## config.mk

```make
export PLATFORM = sky130hd
export DESIGN_NAME = bicubic_sched_ctrl
export DESIGN_NICKNAME = d
export VERILOG_FILES = /design/src/rtl/bicubic_pkg.sv /design/src/rtl/bicubic_credit_cnt.sv /design/src/rtl/bicubic_sched_ctrl.sv
export SDC_FILE = /design/constraint.sdc
export NUM_CORES = 1
export LEC_CHECK = 0
export ABC_AREA = 1
export BUFFER_PORTS_ARGS = -buffer_cell sky130_fd_sc_hd__buf_2
export CORE_MARGIN = 10
export CORE_UTILIZATION = 30
export DETAILED_ROUTE_END_ITERATION = 8
export PLACE_DENSITY = 0.5
export SYNTH_ARGS = -nofsm -noshare
export SYNTH_HDL_FRONTEND = slang
export SYNTH_SLANG_ARGS = --single-unit
```

## constraint.sdc

```tcl
create_clock -name clk -period 5.4 [get_ports clk]
set_input_delay 1.08 -clock clk [delete_from_list [all_inputs] [get_ports clk]]
set_output_delay 1.08 -clock clk [all_outputs]
set_load 0.01 [all_outputs]
```

## src/rtl/bicubic_pkg.sv

```systemverilog
// rtl/bicubic_pkg.sv - shared bicubic upsample types and constants
package bicubic_pkg;

    typedef enum logic [1:0] {
        ST_IDLE  = 2'd0,
        ST_RUN   = 2'd1,
        ST_DRAIN = 2'd2,
        ST_DONE  = 2'd3
    } sched_state_t;

    localparam logic [1:0] PHASE_0 = 2'd0;
    localparam logic [1:0] PHASE_1 = 2'd1;
    localparam logic [1:0] PHASE_2 = 2'd2;
    localparam logic [1:0] PHASE_3 = 2'd3;

    localparam int SRC_W_DEF = 960;
    localparam int SRC_H_DEF = 540;

endpackage

```

## src/rtl/bicubic_credit_cnt.sv

```systemverilog
// rtl/bicubic_credit_cnt.sv - in-flight window request counter with stray completion flag
module bicubic_credit_cnt #(
    parameter int MAX_OUT = 8,
    parameter int CNT_W   = ($clog2(MAX_OUT + 1) > 0) ? $clog2(MAX_OUT + 1) : 1
) (
    input  logic             clk,
    input  logic             rst,
    input  logic             inc,
    input  logic             dec,
    output logic [CNT_W-1:0] outstanding,
    output logic             err_cpl
);

    localparam logic [CNT_W-1:0] MAX_CNT = CNT_W'(MAX_OUT);

    // Track issued-but-uncompleted requests; a completion with nothing in flight is sticky-flagged
    always_ff @(posedge clk) begin
        if (rst) begin
            outstanding <= '0;
            err_cpl     <= 1'b0;
        end else begin
            case ({inc, dec})
                2'b10: begin
                    if (outstanding != MAX_CNT) begin
                        outstanding <= outstanding + 1'b1;
                    end
                end
                2'b01: begin
                    if (outstanding != '0) begin
                        outstanding <= outstanding - 1'b1;
                    end else begin
                        err_cpl <= 1'b1;
                    end
                end
                default: ;
            endcase
        end
    end

endmodule

```

## src/rtl/bicubic_sched_ctrl.sv

```systemverilog
// rtl/bicubic_sched_ctrl.sv - bicubic vertical window request scheduler
module bicubic_sched_ctrl
    import bicubic_pkg::*;
#(
    parameter int SRC_W   = SRC_W_DEF,
    parameter int SRC_H   = SRC_H_DEF,
    parameter int MAX_OUT = 8,
    localparam int COL_W  = ($clog2(SRC_W) > 0) ? $clog2(SRC_W) : 1,
    localparam int ROW_W  = ($clog2(SRC_H) > 0) ? $clog2(SRC_H) : 1,
    localparam int CNT_W  = ($clog2(MAX_OUT + 1) > 0) ? $clog2(MAX_OUT + 1) : 1
) (
    input  logic             clk,
    input  logic             rst,
    input  logic             start,
    output logic             busy,
    output logic             done,
    output logic             sched_valid,
    input  logic             sched_ready,
    output logic [ROW_W-1:0] sched_row_m1,
    output logic [ROW_W-1:0] sched_row_0,
    output logic [ROW_W-1:0] sched_row_p1,
    output logic [ROW_W-1:0] sched_row_p2,
    output logic [COL_W-1:0] sched_col,
    output logic [1:0]       sched_phase,
    output logic             sched_eol,
    output logic             sched_eof,
    input  logic             cpl,
    output logic [CNT_W-1:0] outstanding,
    output logic             err_cpl
);

    localparam logic [COL_W-1:0] LAST_COL = COL_W'(SRC_W - 1);
    localparam logic [ROW_W-1:0] LAST_ROW = ROW_W'(SRC_H - 1);
    localparam logic [ROW_W:0]   LAST_ROW_X = {1'b0, LAST_ROW};
    localparam logic [CNT_W-1:0] MAX_CNT = CNT_W'(MAX_OUT);

    sched_state_t     state;
    logic [COL_W-1:0] x;
    logic [1:0]       p;
    logic [ROW_W-1:0] y;

    logic             run;
    logic             handshake;
    logic             last_col;
    logic             last_phase;
    logic             last_row;
    logic [ROW_W:0]   y_p1;
    logic [ROW_W:0]   y_p2;
    logic [ROW_W-1:0] row_m1;
    logic [ROW_W-1:0] row_p1;
    logic [ROW_W-1:0] row_p2;

    assign run        = (state == ST_RUN);
    assign last_col   = (x == LAST_COL);
    assign last_phase = (p == PHASE_3);
    assign last_row   = (y == LAST_ROW);

    assign sched_valid = run && (outstanding < MAX_CNT);
    assign handshake   = sched_valid && sched_ready;

    // Clamp the 4-tap row window to the source image edges
    always_comb begin
        y_p1   = {1'b0, y} + (ROW_W + 1)'(1);
        y_p2   = {1'b0, y} + (ROW_W + 1)'(2);
        row_m1 = (y == '0) ? '0 : y - 1'b1;
        row_p1 = (y_p1 > LAST_ROW_X) ? LAST_ROW : y_p1[ROW_W-1:0];
        row_p2 = (y_p2 > LAST_ROW_X) ? LAST_ROW : y_p2[ROW_W-1:0];
    end

    // Payload is forced to zero whenever no request can be valid
    assign sched_row_m1 = run ? row_m1 : '0;
    assign sched_row_0  = run ? y      : '0;
    assign sched_row_p1 = run ? row_p1 : '0;
    assign sched_row_p2 = run ? row_p2 : '0;
    assign sched_col    = run ? x      : '0;
    assign sched_phase  = run ? p      : PHASE_0;
    assign sched_eol    = run && last_col;
    assign sched_eof    = run && last_col && last_phase && last_row;

    // Frame sequencing and x/p/y request counters (x innermost, then phase, then row)
    always_ff @(posedge clk) begin
        if (rst) begin
            state <= ST_IDLE;
            x     <= '0;
            p     <= PHASE_0;
            y     <= '0;
            busy  <= 1'b0;
            done  <= 1'b0;
        end else begin
            case (state)
                ST_IDLE: begin
                    if (start) begin
                        state <= ST_RUN;
                        x     <= '0;
                        p     <= PHASE_0;
                        y     <= '0;
                        busy  <= 1'b1;
                    end
                end
                ST_RUN: begin
                    if (handshake) begin
                        if (last_col) begin
                            x <= '0;
                            if (last_phase) begin
                                p <= PHASE_0;
                                y <= last_row ? '0 : y + 1'b1;
                            end else begin
                                p <= p + 2'd1;
                            end
                        end else begin
                            x <= x + 1'b1;
                        end
                        if (sched_eof) begin
                            state <= ST_DRAIN;
                        end
                    end
                end
                ST_DRAIN: begin
                    if (outstanding == '0) begin
                        state <= ST_DONE;
                        done  <= 1'b1;
                    end
                end
                ST_DONE: begin
                    state <= ST_IDLE;
                    done  <= 1'b0;
                    busy  <= 1'b0;
                end
                default: state <= ST_IDLE;
            endcase
        end
    end

    bicubic_credit_cnt #(
        .MAX_OUT (MAX_OUT),
        .CNT_W   (CNT_W)
    ) u_credit (
        .clk         (clk),
        .rst         (rst),
        .inc         (handshake),
        .dec         (cpl),
        .outstanding (outstanding),
        .err_cpl     (err_cpl)
    );

endmodule

```

After elaboration in Yosys (flattened, before gate mapping):

Index checks and enable logic that the tools add are counted.

* bits in registers: 31
* input bits: 5
* output and inout bits: 62

* $add $sub $neg: 8
* $lt $le $gt $ge: 3
* eq/ne operators: 17
* muxes and demuxes: 35
* bitwise gates (word level): 1
* reduce and logical (&&, ||, !) cells: 21

Operators with widths (number)
* $mux W10: 15
* $pmux W10 S2: 2
* $gt A11 B10 Y1 const B: 2
* $add A10 B1 Y10 const B: 2
* $eq A10 B10 Y1 const B: 2
* $mux W2: 9
* $add A10 B1 Y11 const B: 1
* $add A10 B2 Y11 const B: 1
* $logic_not A10 Y1: 1
* $ne A2 B1 Y1 const B: 5
* $sub A10 B1 Y10 const B: 1
* $eq A2 B2 Y1 const B: 4
* $mux W4: 2
* $pmux W2 S4: 1
* $pmux W4 S2: 1
* $reduce_and A4 Y1: 2
* $reduce_bool A2 Y1: 4
* $ne A2 B2 Y1 const B: 3
* $reduce_and A2 Y1: 3
* $reduce_and A3 Y1: 2
* $logic_and A1 B1 Y1: 5
* $reduce_and A5 Y1: 1
* $add A4 B1 Y4 const B: 1
* $eq A2 B1 Y1 const B: 2
* other kinds (11): 13

Longest topological paths before layout:

Gate-level depths: netlist of the first run.

* word-level depth: 7
* mapped depth: 14
* depth with buffers taken out: 12

Hierarchy:

A second synthesis of the first run with hierarchy kept.

* cells, all modules: 471
* area, all modules: 2975.4 sq um

By module, submodules not included
* bicubic_sched_ctrl: instances 1, cells each 411, area an instance 2598.7 sq um, seq. area each 520.5 sq um
* bicubic_credit_cnt: instances 1, cells each 60, area an instance 376.6 sq um, seq. area each 100.1 sq um

Least setup slack after synthesis of the first run:

No wires, ideal clock.

* path type: reg-to-output
* from: reg y[1]
* to: out sched_row_p1[1]
* data arrival time: 1.680 ns
* required time: 4.320 ns
* setup slack: 2.640 ns
* stages on the path, launching flop included: 10
* buffers on the path: 0
* cells stage by stage: dfxtp_1 > ha_1 > nand3_1 > nor2_1 > nand3_1 > nand2_1 > nand2_1 > nand2_1 > nand2_2 > o21ai_0

* cells in the longest elaborated chain, start to end: 4

Ends and longest elaborated chain
* start: declaration: line bicubic_sched_ctrl.sv:40 `logic [ROW_W-1:0] y;`
* start signal: assignment: line bicubic_sched_ctrl.sv:106 `y <= last_row ? '0 : y + 1'b1;`
* $add A10 B1 Y11 *: line bicubic_sched_ctrl.sv:63 `y_p1 = {1'b0, y} + (ROW_W + 1)'(1);`
* $gt A11 B10 Y1: line bicubic_sched_ctrl.sv:66 `row_p1 = (y_p1 > LAST_ROW_X) ? LAST_ROW : y_p1[ROW_W-1:0];`
* $mux W10 *: line bicubic_sched_ctrl.sv:66
* $mux W10 *: line bicubic_sched_ctrl.sv:73 `assign sched_row_p1 = run ? row_p1 : '0;`
* end: declaration: line bicubic_sched_ctrl.sv:21 `output logic [ROW_W-1:0] sched_row_p1,`

Mark *: on every way between the ends. The rest lies on a longest branch, timed or not.

Worst setup path after layout of the first run:

* from: reg y[0]
* to: out sched_row_p1[5]

The elaborated chain is that of the path after synthesis.

==> summary.md, run 1 <==
| Metric | Value |
|---|---|
| Status | complete, no violations |
| Ant diodes | 0 |
| Share of cells above drive strength 1 | 0.173 |
| Post-CTS Resized | 0 |
| Grt total ovfl | 0 |
| Die Area | 13600 um^2 |
| Layout area overhead | 16.0% |
| Seq/Total Area, Yosys | 0.222 |
| Pin count of the biggest net entering global routing | 34 |
| Detail Route met3 WL | 518 um |
| TritonCTS clock tree | yes |
| Mapped Area | 2800 um^2 |
| Initial antenna violation count | 0 |
| Top cell by count, worst path | nor2_1 |
| Post-Route M1 WL | 3920 um |
| Slowest stage delay, CP | 0.66 ns |
| Worst-Skew Late Latency | 0.29 ns |
| Clk root buf | clkbuf_8 |
| Routed Antenna Nets | 0 |
| Peak supply drop | 0.272 mV |
| DRT iter0 DRCs | 107 |
| Async set or reset register ratio after synthesis | 0 |
| Slowest CP cell | dfxtp_1 |
| Critical path class | reg2out |
| Worst Hold Class | reg2reg |
| Post-Syn Nets | 494 |
| Hold_buf cts | 0 |
| RSZ-0062 raised after global routing | false |
| Top cell type's share of synthesized area | 0.222 |
| Yosys reg bits | 31 |
| F_max | 277 MHz |
| P_leak | 1.76 nW |
| Top routing layer used | met4 |
| Vias in the first global route | 2928 |
| Final nets | 548 |
| Distinct cells, synth | 39 |
| Commonest non-fill, non-tap cell in the layout | nand2_1 |
| Finished Layout Cells | 637 |
| Vias | 2939 |
| Worst rel slew slack | 0.525 |
| First-pass GRT wire length | 13900 um |
| P per Cell Area | 324 nW/um^2 |
| Placement row count | 35 |
| WP data arrival | 2.53 ns |
| Die Span Y | 117 um |
| Worst Path Required | 4.32 ns |
| Final GP Congestion | 0.815 |
| Fin util | 0.355 |
| Worst-path fanout max | 14 |
| IO Pins | 67 |
| WL met2 | 3850 um |
| Avg Inst Size Synth | 5.94 um^2 |
| Core Area | 9150 um^2 |
| Crit. End Element | output pin |
| Vias/cell | 4.61 |
| Cell taking the most area after synthesis | dfxtp_1 |
| Clock Sinks | 31 |
| Post-Route WL | 8350 um |
| Final setup fails | 0 |
| Synth area leaders | dfxtp_1 (22%), nand2_1 (17%), inv_1 (9.8%), nor2_1 (9.5%), ha_1 (7.6%) |
| Bufs on Longest Clock Path | 2 |
| Initial DRT Pass Iterations | 4 |
| TritonCTS Buffers | 5 |
| Final HPWL DP | 6460 um |
| Final period util | 0.669 |
| DR DRC count | 0 |
| MaxCap Viol Count | 0 |
| Crit path launch type | flip-flop |
| Final Hold Viols | 0 |
| Worst slew pin tran | 0.712 ns |
| EDFF count, synth | 0 |
| CTS H-tree depth | 2 |
| Synth warnings | 0 |
| Minimum clock period after layout | 3.61 ns |
| Starting Density | 0.306 |
| Top_reg_cell synth | dfxtp_1 |
| Post-Synthesis Cells | 471 |
| Worst clock skew | 0.0116 ns |
| Dpl cells | 629 |
| Reg clk slew, reported paths | 0.08 ns |
| Post-CTS setup buffers | 0 |
| Port Buf Inserts | 66 |
| Max-slew violation count | 0 |
| Setup TNS | 0 ns |
| Setup Slack @ Placement | 2.05 ns |
| WL/cell | 13.1 um |
| # fillers | 1051 |
| Most frequent cells in the layout | nand2_1 (129), inv_1 (73), nor2_1 (71) |
| Tot GR Track Use | 0.123 |
| PnR worst setup slack | 1.79 ns |
| Worst path cell trace | inv_1, ha_1, nand3_1, nand3_1, nand2_1, nor2_1, nor2_1, nand2_1, nand2_2, nand2_2, nor2_1, buf_2 |
| Die Width | 117 um |
-- metal layers --
layer | vias to the layer above | global-route usage
met5 | - | 0
met3 | 6 | 0.0308
met4 | 0 | 0.0239
met1 | 1314 | 0.151
met2 | 57 | 0.214
li1 | 1562 | -
-- synth_stat cells, drive strengths merged (4+ instances only) --
cell type,instances
a21oi,33
ha,17
nor2,72
nand3,30
nand2,134
nand4,7
inv,75
xor2,9
buf,11
clkbuf,9
xnor2,4
nor3,8
o21ai,18
dfxtp,31
-- critical path, delay by kind of cell (launching register included) --
| family | cells | cell delay, ns |
|---|---|---|
| flops | 1 | 0.66 |
| simple gates | 9 | 0.83 |
| buf+inv | 2 | 0.35 |
| fa+ha+maj | 1 | 0.40 |
-- cell families (layout without fill, tap and decap cells) --
group,count (synthesis),count (layout),synth area share
XOR/XNOR,13,13,0.0407
adder cells (fa/ha/maj),18,18,0.0831
flip-flops,31,31,0.222
AO/OA/AOI/OAI,57,57,0.123
AND/OR/NAND/NOR,257,257,0.389
buffers and inverters,95,150,0.142
-- power by group --
part / total (mW) / internal [mW] / switching, mW
clock network: 0.181 / 0.0905 / 0.0907
registers: 0.314 / 0.265 / 0.0482
logic: 0.557 / 0.179 / 0.378
total: 1.05 / 0.535 / 0.517
-- stage by stage --
step / hold WS [ns] / power (mW) / area, um^2
after floorplan: 0.457 / 0.744 / 2800
after global placement: 0.439 / 0.879 / 3160
after detailed placement: 0.444 / 0.884 / 3160
after CTS: 0.456 / 1.07 / 3250
after global routing: 0.502 / 1.15 / 3250
final: 0.454 / 1.05 / 3250
-- sequential cells by signal (all words and copies together), names as in the netlist --
name	cells
x	10
y	10
u_credit.outstanding	4
p	2
state	2
busy	1
done	1
u_credit.err_cpl	1
-- final timing paths --
check,slack (ns),startpoint,cells after the start,end
worst max register to register,2.72,state[1],12,u_credit.outstanding[3]
worst max-delay path,1.79,y[0],12,sched_row_p1[5]
worst min register to register,0.45,u_credit.err_cpl,2,u_credit.err_cpl
worst min-delay path,0.45,u_credit.err_cpl,2,u_credit.err_cpl
-- final cells by class --
class | instances | area [um^2] | share of cell area
clock buffer | 7 | 76.3 | 0.0235
inverter | 75 | 287 | 0.0883
multi-input combinational | 345 | 1780 | 0.549
clock inverter | 1 | 5.00 | 0.00154
tap | 111 | 139 | 0.0428
sequential | 31 | 621 | 0.191
timing repair buffer | 67 | 338 | 0.104
(Power assumes the default switching activity.)
==> run 2, diff against run 1 <==
==> constraint.sdc (replaced) <==
create_clock -name clk -period 3.6 [get_ports clk]
set_input_delay 0.72 -clock clk [delete_from_list [all_inputs] [get_ports clk]]
set_output_delay 0.72 -clock clk [all_outputs]
set_load 0.01 [all_outputs]
==> summary.md, run 2 (synthesis gave the netlist of run 1 again) <==
| Metric | Value |
|---|---|
| Status | complete, no violations |
| First-pass GRT wire length | 14000 um (+0.34%) |
| Final nets | 550 (+0.36%) |
| Initial antenna violation count | 0 (unchanged) |
| Setup Slack @ Placement | 0.596 ns (-1.45 ns) |
| Biggest registers after layout | x (10), y (10), u_credit.outstanding (4) |
| Sw frac | 0.488 (-0.00301) |
| Final GP Congestion | 0.862 (+5.7%) |
| Grt total ovfl | 0 (unchanged) |
| P per Cell Area | 487 nW/um^2 (+50%) |
| Design area | 3250 um^2 (+0.19%) |
| Placed cell areas | 3180 um^2 (+0.47%) |
| Ant diodes | 0 (unchanged) |
| MaxCap Viol Count | 0 (unchanged) |
| Reg power frac | 0.296 (-0.002) |
| Worst Path Required | 2.88 ns (-1.44 ns) |
| Largest delay contributor family on the critical path | simple AND/OR/NAND/NOR gates |
| Commonest non-fill, non-tap cell in the layout | nand2_1 |
| RSZ-0062 raised after global routing | false |
| Finished Layout Cells | 637 (unchanged) |
| Crit path launch type | flip-flop |
| Critical path class | reg2out |
| Port Buf Inserts | 66 (unchanged) |
| Clock power share | 0.160 (-0.012) |
| # fillers | 1048 (-0.29%) |
| Clock Sinks | 31 (unchanged) |
| TritonCTS Buffers | 5 (unchanged) |
| PnR worst setup slack | 0.317 ns (-1.47 ns) |
| Share of cells above drive strength 1 | 0.175 (+0.00190) |
| Post-CTS Resized | 0 (unchanged) |
| Buffers and inverters on the worst path | 2 (unchanged) |
| WP data arrival | 2.56 ns (+0.03 ns) |
| P_leak | 1.76 nW (+0.26%) |
| Worst-path fanout max | 14 (unchanged) |
| Routed Antenna Nets | 0 (unchanged) |
| Max-slew violation count | 0 (unchanged) |
| Die Width | 117 um (unchanged) |
| Worst clock skew | 0.00271 ns (-0.00886 ns) |
| Register Area | 621 um^2 (unchanged) |
| Starting Density | 0.306 (unchanged) |
| Layout area overhead | 16.2% |
| Final HPWL DP | 6570 um (+1.8%) |
| DRT iter0 DRCs | 118 (+10%) |
| Bufs on Longest Clock Path | 2 (unchanged) |
| Worst-Skew Late Latency | 0.28 ns (about the same) |
| Worst slew pin tran | 0.578 ns (-0.134 ns) |
| Placement row count | 35 (unchanged) |
| Final setup fails | 0 (unchanged) |
| Most frequent cells in the layout | nand2_1 (129), inv_1 (73), nor2_1 (71) |
| Power Internal | 0.809 mW (+51%) |
| Die Span Y | 117 um (unchanged) |
| CTS H-tree depth | 2 (unchanged) |
| Peak supply drop | 0.393 mV (+45%) |
| Pwr Total | 1.58 mW (+50%) |
| IO Pins | 67 (unchanged) |
| Setup TNS | 0 ns (unchanged) |
| Minimum clock period after layout | 3.28 ns |
| Clk root buf | clkbuf_8 |
| Top cell by count, worst path | nor2_1 |
| Reg clk slew, reported paths | 0.06 ns (-0.02 ns) |
| WL/cell | 13.2 um (+0.83%) |
| Final Hold Viols | 0 (unchanged) |
| Final period util | 0.912 |
| Worst path cell trace | inv_1, ha_1, nand3_1, nand3_1, nand2_1, nor2_1, nor2_1, nand2_1, nand2_2, nand2_2, nor2_1, buf_2 |
| F_max | 305 MHz |
| Initial DRT Pass Iterations | 4 (unchanged) |
| Dpl cells | 631 (+0.32%) |
| Worst Hold Class | reg2reg |
| Worst hold slack | 0.451 ns (-0.00328 ns) |
| Logic pwr share | 0.545 (+0.015) |
| Slowest CP cell | dfxtp_1 |
| Fin util | 0.355 (+0.000683) |
| Post-CTS setup buffers | 0 (unchanged) |
| Psw | 0.773 mW (+49%) |
| Vias/cell | 4.62 (+0.14%) |
| DR DRC count | 0 (unchanged) |
| Crit. End Element | output pin |
| Worst rel slew slack | 0.614 (+0.0892) |
| Pin count of the biggest net entering global routing | 22 (-35%) |
| Vias in the first global route | 2946 (+0.61%) |
| Core Area | 9150 um^2 (unchanged) |
| TritonCTS clock tree | yes |
| Vias | 2943 (+0.14%) |
| Slowest stage delay, CP | 0.67 ns (about the same) |
| Post-Route WL | 8420 um (+0.83%) |
| Hold_buf cts | 0 (unchanged) |
| Multi-input gate area | 1780 um^2 (unchanged) |
| Die Area | 13600 um^2 (unchanged) |
| Tot GR Track Use | 0.125 (+0.00172) |
## run 2: changes by cell type in the layout (fill, tap and decap cells not counted)
cell,before,now
buf_4,1,3
clkinv_2,1,0
clkbuf_1,2,1
## run 2: power by group through the flow
stage               sequential (mW)  clock [mW]  combinational [mW]
floorplan                     0.460           0               0.655
global placement              0.476           0               0.863
detailed placement            0.478           0               0.879
CTS                           0.470       0.267               0.880
global route                  0.480       0.277               0.981
finish                        0.468       0.253               0.862
## run 2: worst paths after layout
kind,from,to,slack [ns],cells past startpoint
hold reg to reg,u_credit.err_cpl,u_credit.err_cpl,0.45,2
setup / recovery,y[0],sched_row_p1[5],0.32,12
hold / removal,u_credit.err_cpl,u_credit.err_cpl,0.45,2
setup reg to reg,state[1],u_credit.outstanding[3],1.10,13
## run 2: metal layers
metal / share of wire / GRT usage / wire [um] / vias to the layer above
li1: - / - / - / 1572
met3: 0.079 / 0.0329 / 661 / 6
met1: 0.45 / 0.152 / 3790 / 1294
met4: 0.0084 / 0.0264 / 71 / 0
met2: 0.46 / 0.216 / 3900 / 71
met5: 0 / 0 / 0 / -
## run 2: worst min-delay path: cells and delay by family, from the launching register on
kind	cells	cell delay, ns
DFF	1	0.31
buffers and inverters	1	0.04
AOI/OAI and AO/OA	1	0.05
## run 2: area by class of cell
class	count	share of cell area
timing repair buffer	69	0.109
clock buffer	6	0.0223
inverter	75	0.0881
multi-input combinational	345	0.548
sequential	31	0.191
tap	111	0.0427
==> run 3, diff against run 2 <==
--- a/config.mk
+++ b/config.mk
@@ -5,7 +5,6 @@
 export SDC_FILE = /design/constraint.sdc
 export NUM_CORES = 1
 export LEC_CHECK = 0
-export ABC_AREA = 1
 export BUFFER_PORTS_ARGS = -buffer_cell sky130_fd_sc_hd__buf_2
 export CORE_MARGIN = 10
 export CORE_UTILIZATION = 30
==> summary.md, run 3 <==
| Metric | Value |
|---|---|
| Worst Hold Depth | 2 (unchanged) |
| Buffers and inverters on the worst path | 1 (-1) |
| Most frequent cell after synthesis | nor2_1 |
| Depth of the most critical reg-to-reg path | 9 (-4) |
| Crit path launch type | flip-flop |
| Avg Inst Size Synth | 7.36 um^2 (+24%) |
| RSZ-0062 raised after global routing | false |
| TritonCTS Buffers | 5 (unchanged) |
| Setup TNS | 0 ns (unchanged) |
| Post-Synthesis Cells | 361 (-23%) |
| Hold_buf cts | 0 (unchanged) |
| Crit. End Element | output pin |
| Seq/Total Area, Yosys | 0.234 (+0.0118) |
| Tot GR Track Use | 0.116 (-0.00910) |
| MaxCap Viol Count | 0 (unchanged) |
| Yosys reg bits | 31 (unchanged) |
| Minimum clock period after layout | 3.43 ns (+0.146 ns) |
| Most frequent cells in the layout | buf_2 (66), nor2_1 (54), dfxtp_1 (31) |
| Port Buf Inserts | 66 (unchanged) |
| WL/cell | 14.6 um (+11%) |
| Mapped Area | 2660 um^2 (-5.1%) |
| Max-slew violation count | 0 (unchanged) |
| Post-Syn Nets | 384 (-22%) |
| EDFF count, synth | 0 (unchanged) |
| Largest delay contributor family on the critical path | simple AND/OR/NAND/NOR gates |
| Share of cells above drive strength 1 | 0.208 (+0.0328) |
| Final period util | 0.953 (+0.0406) |
| WL met2 | 3400 um (-13%) |
| Top cells by count, synth | nor2_1 (54), dfxtp_1 (31), a21oi_1 (28) |
| Die Span Y | 114 um (-2.1%) |
| Hold EP | done |
| # fillers | 977 (-6.8%) |
| Worst slew pin tran | 0.800 ns (+0.222 ns) |
| Final Hold Viols | 0 (unchanged) |
| Worst Hold Class | reg2reg |
| Top cell type's share of synthesized area | 0.234 (+0.0118) |
| Post-Route M1 WL | 3680 um (-2.8%) |
| Worst-Skew Late Latency | 0.28 ns (about the same) |
| Core Area | 8680 um^2 (-5.2%) |
| Clock Sinks | 31 (unchanged) |
| R2R Setup Slk | 0.95 ns (-0.15 ns) |
| P_leak | 1.37 nW (-22%) |
| Clk root buf | clkbuf_8 |
| Synth warnings | 0 (unchanged) |
| Die Width | 114 um (-2.1%) |
| Reg clk slew, reported paths | 0.06 ns (about the same) |
| Status | complete, no violations |
| Worst clock skew | 0.0104 ns (+0.00771 ns) |
| Post-CTS Resized | 0 (unchanged) |
| Post-CTS setup buffers | 0 (unchanged) |
| Final nets | 436 (-21%) |
| Top cell by count, worst path | o31a_1 |
| Grt total ovfl | 0 (unchanged) |
| Worst path cell trace | ha_1, and4_1, nand3_1, o31a_1, o31a_1, nor3_1, buf_2 |
| TritonCTS clock tree | yes |
| Routed Antenna Nets | 0 (unchanged) |
| Placement row count | 34 (-2.9%) |
| Final setup fails | 0 (unchanged) |
| Worst hold slack | 0.454 ns (+0.00366 ns) |
| Worst rel slew slack | 0.461 (-0.153) |
| CTS H-tree depth | 2 (unchanged) |
| Worst-path fanout max | 10 (-4) |
| Slowest CP cell | dfxtp_1 |
| Critical R2R Capture | y[6] |
| IO Pins | 67 (unchanged) |
| Ant diodes | 0 (unchanged) |
| Vias in the first global route | 2580 (-12%) |
| Initial DRT Pass Iterations | 4 (unchanged) |
| Biggest registers after layout | x (10), y (10), u_credit.outstanding (4) |
| Slowest stage delay, CP | 0.49 ns (-0.18 ns) |
| Bufs on Longest Clock Path | 2 (unchanged) |
| Pin count of the biggest net entering global routing | 32 (+45%) |
| Top routing layer used | met4 |
| DR DRC count | 0 (unchanged) |
| Vias/cell | 5.02 (+8.6%) |
| Final GP Congestion | 0.757 (-12%) |
| Detail Route met3 WL | 454 um (-31%) |
| Async set or reset register ratio after synthesis | 0 (unchanged) |
| Layout area overhead | 17.9% |
| Peak supply drop | 0.167 mV (-58%) |
| HP Start | done |
| DRT iter0 DRCs | 86 (-27%) |
| Worst Path Required | 2.88 ns (about the same) |
| F_max | 292 MHz (-4.3%) |
| Vias | 2618 (-11%) |
| WP data arrival | 2.71 ns (+0.15 ns) |
| Critical path class | reg2out |
| R2R Path Start | state[1] |
| Commonest non-fill, non-tap cell in the layout | buf_2 |
| Worst path depth | 7 (-5) |
| Top_reg_cell synth | dfxtp_1 |
| Final HPWL DP | 5760 um (-12%) |
| Post-Route WL | 7630 um (-9.4%) |
| Starting Density | 0.306 (+0.000418) |
| Cell taking the most area after synthesis | dfxtp_1 |
| Synth area leaders | dfxtp_1 (23%), ha_1 (8.0%), nor2_1 (7.6%), xnor2_1 (5.6%), a21oi_1 (5.3%) |
| P per Cell Area | 456 nW/um^2 (-6.3%) |
| Die Area | 13000 um^2 (-4.2%) |
| First-pass GRT wire length | 12800 um (-8.1%) |
| Distinct cells, synth | 49 (+26%) |
| Initial antenna violation count | 0 (unchanged) |
## run 3: worst max path at each step
stage,end,from,slack (ns)
after global routing,sched_row_p1[6],y[2],0.009
after floorplan,sched_row_p1[2],y[1],0.85
after CTS,sched_row_p1[6],y[2],0.17
final,sched_row_p1[6],y[2],0.17
after detailed placement,sched_row_p1[6],y[2],0.48
after global placement,sched_row_p1[6],y[2],0.58
## run 3: worst register-to-register path: stages, from the launching register on
cell and delay (ns):
dfxtp_1 0.38, inv_1 0.08, ha_1 0.21, buf_4 0.24, nor2b_1 0.18, o21a_1 0.39
a31oi_2 0.24, buf_4 0.23, or4_1 0.48, a21oi_1 0.15
## run 3: logic make-up (layout without fill, tap and decap cells)
| kind of cell | Yosys count | in the layout | share of synthesized area |
|---|---|---|---|
| buffers and inverters | 41 | 94 | 0.0664 |
| AO/OA/AOI/OAI | 70 | 70 | 0.169 |
| multiplexers | 7 | 7 | 0.0273 |
| AND/OR/NAND/NOR | 164 | 164 | 0.317 |
| XOR/XNOR | 30 | 30 | 0.0989 |
| flip-flops | 31 | 31 | 0.234 |
| adder cells (fa/ha/maj) | 18 | 18 | 0.0876 |
## run 3: per-layer routing
metal,track usage,vias up
met3,0.0356,8
met4,0.0359,0
li1,-,1347
met2,0.185,60
met5,0,-
met1,0.146,1203
## run 3: cell type report
cell class / count / area [um^2] / area share
Sequential cell: 31 / 621 / 0.198
Timing Repair Buffer: 69 / 353 / 0.113
Inverter: 17 / 63.8 / 0.0204
Multi-Input combinational cell: 289 / 1860 / 0.594
Tap cell: 108 / 135 / 0.0431
Clock buffer: 8 / 100 / 0.0319
## run 3: per-stage QoR
stage               power, mW  instances   util  instance area (um^2)  worst slack (ns)
floorplan               0.973        361      -                  2660             0.846
global placement         1.13        514  0.349                  3030             0.584
detailed placement       1.15        514  0.349                  3030             0.477
CTS                      1.46        522  0.361                  3130             0.165
global route             1.57        522  0.361                  3130           0.00852
finish                   1.43        522  0.361                  3130             0.171
## run 3: report_power, final
group,internal [mW],switching [mW]
sequential,0.392,0.0564
combinational,0.252,0.426
clock,0.174,0.129
